==> src/rtl/counter_pkg.sv <==
// -----------------------------------------------------------------------------
// counter_pkg
// Shared types and helpers for updown_mod_counter.
//   cnt_mode_e  : boundary behaviour selected by the 'mode' input
//                 (encoding 2'd3 is reserved and treated as wrap)
//   cnt_state_e : run/done status of the counter
//   ndigits()   : number of decimal digits needed to show a value, used to
//                 size the optional BCD output (COUNTER_BCD_OUT_EN)
// -----------------------------------------------------------------------------
package counter_pkg;

    typedef enum logic [1:0] {
        CNT_WRAP    = 2'd0,
        CNT_SAT     = 2'd1,
        CNT_ONESHOT = 2'd2
    } cnt_mode_e;

    typedef enum logic {
        ST_RUN  = 1'b0,
        ST_DONE = 1'b1
    } cnt_state_e;

    function automatic int unsigned ndigits(input int unsigned max);
        int unsigned v;
        int unsigned n;
        v = max;
        n = 1;
        while (v >= 10) begin
            v = v / 10;
            n = n + 1;
        end
        return n;
    endfunction

endpackage

==> src/rtl/bin2bcd_reg.sv <==
// -----------------------------------------------------------------------------
// bin2bcd_reg
// Registered binary-to-BCD converter (double dabble). The output holds the
// decimal digits of bin_i as sampled on the previous rising clock edge,
// least significant digit in bits [3:0].
// Ports:
//   clk    in   clock, rising edge
//   reset  in   asynchronous, active-high; clears the digits to 0
//   bin_i  in   WIDTH-bit binary value
//   bcd_o  out  4*NDIG-bit packed BCD digits (registered)
// -----------------------------------------------------------------------------
module bin2bcd_reg #(
    parameter int unsigned WIDTH = 14,
    parameter int unsigned NDIG  = 4
) (
    input  logic                  clk,
    input  logic                  reset,
    input  logic [WIDTH-1:0]      bin_i,
    output logic [4*NDIG-1:0]     bcd_o
);

    logic [4*NDIG-1:0] bcd_d;
    logic [4*NDIG-1:0] bcd_q;

    // Shift the binary value in MSB first; before each shift any digit >= 5
    // gets +3 so that it carries correctly into the next decimal digit.
    always_comb begin
        bcd_d = '0;
        for (int unsigned i = 0; i < WIDTH; i++) begin
            for (int unsigned d = 0; d < NDIG; d++) begin
                if (bcd_d[4*d +: 4] >= 4'd5) begin
                    bcd_d[4*d +: 4] = bcd_d[4*d +: 4] + 4'd3;
                end
            end
            bcd_d = {bcd_d[4*NDIG-2:0], bin_i[WIDTH-1-i]};
        end
    end

    always_ff @(posedge clk or posedge reset) begin
        if (reset) begin
            bcd_q <= '0;
        end else begin
            bcd_q <= bcd_d;
        end
    end

    assign bcd_o = bcd_q;

endmodule

==> src/rtl/updown_mod_counter.sv <==
// -----------------------------------------------------------------------------
// updown_mod_counter
// Up/down tick counter over 0..MAX_COUNT with wrap, saturate or one-shot
// boundary handling, synchronous clear and parallel load, a registered
// terminal-count pulse and run/done status.
// Priority per edge: reset > clear > load > step.
// Optional build macro: COUNTER_BCD_OUT_EN adds bcd_digits, the registered
// decimal digits of count (one cycle behind count).
// Ports:
//   clk        in   clock, rising edge
//   reset      in   asynchronous, active-high
//   tick       in   single-cycle step strobe
//   en         in   count enable (ticks ignored when low)
//   clear      in   synchronous clear to 0
//   up_down    in   0 = up, 1 = down
//   mode       in   0 wrap, 1 saturate, 2 one-shot, 3 reserved (wrap)
//   load       in   synchronous parallel load
//   load_val   in   load value, clamped to MAX_COUNT
//   count      out  current count (registered)
//   tc         out  terminal-count pulse, cycle after a boundary step
//   running    out  state is RUN
//   done       out  state is DONE (one-shot finished)
//   bcd_digits out  [COUNTER_BCD_OUT_EN only] decimal digits of count
// -----------------------------------------------------------------------------
module updown_mod_counter
    import counter_pkg::*;
#(
    parameter  int unsigned MAX_COUNT = 9999,
    localparam int unsigned WIDTH     = $clog2(MAX_COUNT + 1)
) (
    input  logic             clk,
    input  logic             reset,
    input  logic             tick,
    input  logic             en,
    input  logic             clear,
    input  logic             up_down,
    input  logic [1:0]       mode,
    input  logic             load,
    input  logic [WIDTH-1:0] load_val,
    output logic [WIDTH-1:0] count,
    output logic             tc,
    output logic             running,
    output logic             done
`ifdef COUNTER_BCD_OUT_EN
    ,
    output logic [4*ndigits(MAX_COUNT)-1:0] bcd_digits
`endif
);

    localparam logic [WIDTH-1:0] MAX_V = WIDTH'(MAX_COUNT);

    cnt_state_e       state_q, state_d;
    logic [WIDTH-1:0] count_q, count_d;
    logic             tc_q, tc_d;
    logic             step;
    logic             at_bound;

    always_comb begin
        step     = tick & en & (state_q == ST_RUN) & ~clear & ~load;
        at_bound = up_down ? (count_q == '0) : (count_q == MAX_V);

        count_d  = count_q;
        state_d  = state_q;
        tc_d     = 1'b0;

        if (clear) begin
            count_d = '0;
            state_d = ST_RUN;
        end else if (load) begin
            count_d = (load_val > MAX_V) ? MAX_V : load_val;
            state_d = ST_RUN;
        end else if (step) begin
            if (!at_bound) begin
                count_d = up_down ? (count_q - WIDTH'(1)) : (count_q + WIDTH'(1));
            end else begin
                tc_d = 1'b1;
                case (mode)
                    CNT_SAT:     count_d = count_q;
                    CNT_ONESHOT: state_d = ST_DONE;
                    // wrap and the reserved encoding jump to the opposite end
                    default:     count_d = up_down ? MAX_V : '0;
                endcase
            end
        end
    end

    always_ff @(posedge clk or posedge reset) begin
        if (reset) begin
            count_q <= '0;
            tc_q    <= 1'b0;
            state_q <= ST_RUN;
        end else begin
            count_q <= count_d;
            tc_q    <= tc_d;
            state_q <= state_d;
        end
    end

    assign count   = count_q;
    assign tc      = tc_q;
    assign running = (state_q == ST_RUN);
    assign done    = (state_q == ST_DONE);

`ifdef COUNTER_BCD_OUT_EN
    bin2bcd_reg #(
        .WIDTH (WIDTH),
        .NDIG  (ndigits(MAX_COUNT))
    ) u_bcd (
        .clk   (clk),
        .reset (reset),
        .bin_i (count_q),
        .bcd_o (bcd_digits)
    );
`endif

endmodule
==> config.mk <==
export PLATFORM = sky130hd
export DESIGN_NAME = updown_mod_counter
export DESIGN_NICKNAME = d
export VERILOG_FILES = /design/src/rtl/counter_pkg.sv /design/src/rtl/bin2bcd_reg.sv /design/src/rtl/updown_mod_counter.sv
export SDC_FILE = /design/constraint.sdc
export NUM_CORES = 1
export LEC_CHECK = 0
export ABC_AREA = 1
export CORE_MARGIN = 5
export CORE_UTILIZATION = 55
export CTS_CLUSTER_SIZE = 20
export DETAILED_ROUTE_END_ITERATION = 10
export PLACE_DENSITY = 0.85
export SLEW_MARGIN = 10
export SYNTH_ARGS = -nofsm -noshare
export SYNTH_HDL_FRONTEND = slang
export SYNTH_SLANG_ARGS = --single-unit
==> constraint.sdc <==
create_clock -name clk -period 4.3 [get_ports clk]
set_clock_uncertainty 0.05 [all_clocks]
set_input_delay 1.29 -clock clk [delete_from_list [all_inputs] [get_ports clk]]
set_output_delay 1.29 -clock clk [all_outputs]
set_load 0.02 [all_outputs]
==> key figures <==
Run status
  – Result of the run: completed

Cells and area
  – Area grow syn2layout: 23.7%
  – Filler instances: 320
  – Nets@finish: 389
  – # diodes: 0
  – Non-Filler Instances: 396
  – Highest-count cells in the layout ignoring fill and taps: nand2_1, nor2_1, clkdlybuf4s50_1
  – Layout cells sized above 1: 5.14%
  – Commonest non-fill, non-tap cell in the layout: nand2_1

Global routing
  – Pin count of the biggest net entering global routing: 22
  – Vias in the first global route: 1927
  – Congestion Overflow GR: 0
  – First-pass GRT wire length: roughly 8600 um
  – Total track usage: between 20% and 30%
  – Antenna violations before repair: 0

Floorplan
  – CORE AREA: 3310 um2
  – IO Pins: 40
  – Initial core utilization: 56.4%
  – Die Y: 68.3 um
  – Die ar.: between 4000 and 5000 um2
  – Die width: about 70 um
  – FP Rows: 21

STA
  – Minimum clock period: 3.51 ns
  – Final setup vio count: 0
  – Worst hold slack: 0.516 ns
  – Max frequency: between 200 and 300 MHz
  – Setup ws final: 0.787 ns
  – Fin. Hold Viols: 0
  – RSZ-0062 raised after global routing: false
  – Final Max Slew Viols: 0
  – Setup TNS Final: 0 ns
  – Worst-Margin Slew: 0.656 ns
  – Slew headroom: 56.2%
  – Final period util: roughly four fifths

Synthesis
  – Synth warn: 0
  – Post-Syn Nets: 349
  – Mapped Cells: 312
  – Avg Inst Size Synth: 5.98 um2
  – Synth top area share: around 22%
  – Synth cell types: 33
  – Most area-hungry cell type in the Yosys netlist: nand2_1
  – Synth area leaders: nand2_1, dfrtp_1, ha_1
  – Sequential area share after synthesis: 21.4%
  – #FFs+latches synth: 16
  – Synthesized area: 1870 um2

Clock network
  – CTS Sinks: 16
  – Resized cells post-CTS: 0
  – H-tree depth: 1
  – CTS tree: built
  – Hold Buf Count CTS: 0
  – Clk slew on worst S/H paths: roughly 0.10 ns
  – Clock Latency Late Sink: 0.30 ns
  – Clk root buf: clkbuf_4
  – Clock buffer depth: 2
  – Inserted Clock Buffers: 3
  – Setup bufs post-CTS: 0

Critical path
  – Crit end category: register
  – CP max FO: 13
  – CP required: ~4.5 ns
  – Worst EP arrival: 3.67 ns
  – Kind of critical path: input port to register
  – Worst setup SP type: input port

Route
  – Post-Route WL: 5390 um
  – Initial DRC count: 145
  – DR DRC count: 0
  – Routed vias: between 2000 and 2500
  – Drt via density: between 5 and 6
  – Routed len/inst: about 14 um
  – DRT Pass-1 Iters: 5
  – Antenna-violating nets left: 0

Placed design
  – Post-Place Worst Slack: ~0.53 ns
  – Routability congestion estimate: 1.03
  – Port-buffer cells: 39
  – Hpwl dp: 4290 um
  – Placed Instances: 393

Flow run
  – Max Cap Viol: 0

Power and ir drop
  – Pwr per Cell Area: 270 nW/um2
  – Pleak: 1.26 nW
  – Tot Pwr: 0.623 mW
  – Peak VDD IR: about 210 uV

Min path
  – Hold Crit Class: register to register
## final cells by class
| class | instances | area (um2) | share of cell area, % |
|---|---|---|---|
| clock buffer | 3 | 22.5 | 0.975 |
| inverter | 41 | 154 | 6.66 |
| multi-input combinational | 251 | 1280 | 55.6 |
| sequential | 16 | 400 | 17.3 |
| tap | 46 | 57.6 | 2.49 |
| timing repair buffer | 39 | 390 | 16.9 |
## synth_stat cells
cell        n
nand3b_1    2
o21ai_0     8
and3_1      1
nor3_1      4
nor2_2      1
inv_1      37
nor2_4      1
ha_1       13
a21oi_1    12
o31ai_1     1
clkbuf_1    2
nor4_1      1
buf_8       1
or2_2       1
dfrtp_1    16
a21o_1      1
a21oi_2     1
nand4_1     7
nand2_4     3
nand4_2     1
o21bai_1    3
inv_2       4
o21ai_1     4
fa_1        1
and2_1      2
xor2_1      1
nand2_2     1
nand3_1    28
buf_2       1
nand3_4     2
nand2_1   110
xnor2_1     1
nor2_1     40
## state kept, by name (all words and copies together) (netlist names)
name / flops
count: 14
done: 1
tc: 1
## final timing paths
check                                      startpoint                    end  slack (ns)  cells after the start
worst max-delay path                          up_down  count[12]$_DFFE_PP0P_        0.79                     13
worst min-delay path            count[12]$_DFFE_PP0P_  count[12]$_DFFE_PP0P_        0.52                      2
worst max register to register   count[0]$_DFFE_PP0P_  count[12]$_DFFE_PP0P_        2.15                     12
worst min register to register  count[12]$_DFFE_PP0P_  count[12]$_DFFE_PP0P_        0.52                      2
max in group asynchronous                       reset   count[3]$_DFFE_PP0P_        2.43                      2
min in group asynchronous                       reset   count[2]$_DFFE_PP0P_        1.35                      2
## critical path, stage by stage
cell and delay (ns):
clkdlybuf4s50_1 0.85, inv_2 0.14, fa_1 0.45, inv_1 0.11, nand3_1 0.08, nand3_1 0.14
nand4_1 0.18, nand3_1 0.11, nand2_1 0.06, nand3_1 0.07, nand2_1 0.05, nand2_1 0.08
nand2_1 0.04
## stage by stage
| stage | area [um2] | util [%] |
|---|---|---|
| final | 2310 | 69.8 |
| after global placement | 2290 | 69.1 |
| after detailed placement | 2290 | 69.1 |
| after floorplan | 1870 | - |
| after global routing | 2310 | 69.8 |
| after CTS | 2310 | 69.8 |
## where the power goes
group	internal (mW)	leakage, nW	switching, mW
logic	0.141	1.03	0.200
registers	0.167	0.208	0.0300
clock network	0.0326	0.0138	0.0518
total	0.341	1.26	0.282
## metal layers
layer / global-route usage, % / up-vias / wire length, um
met1: 31.3 / 951 / 2340
met5: 0 / - / 0
met4: 7.20 / 0 / 72
li1: - / 1076 / -
met3: 3.94 / 8 / 389
met2: 42.6 / 81 / 2590
## kinds of logic (layout without fill, tap and decap cells)
| family | count (synthesis) | after routing | share of synthesized area, % |
|---|---|---|---|
| compound gates | 30 | 30 | 8.91 |
| xor+xnor | 2 | 2 | 0.939 |
| fa+ha+maj | 14 | 14 | 9.79 |
| buf+inv | 45 | 83 | 9.72 |
| flops | 16 | 16 | 21.4 |
| simple gates | 205 | 205 | 49.2 |
(Power assumes the default switching activity.)
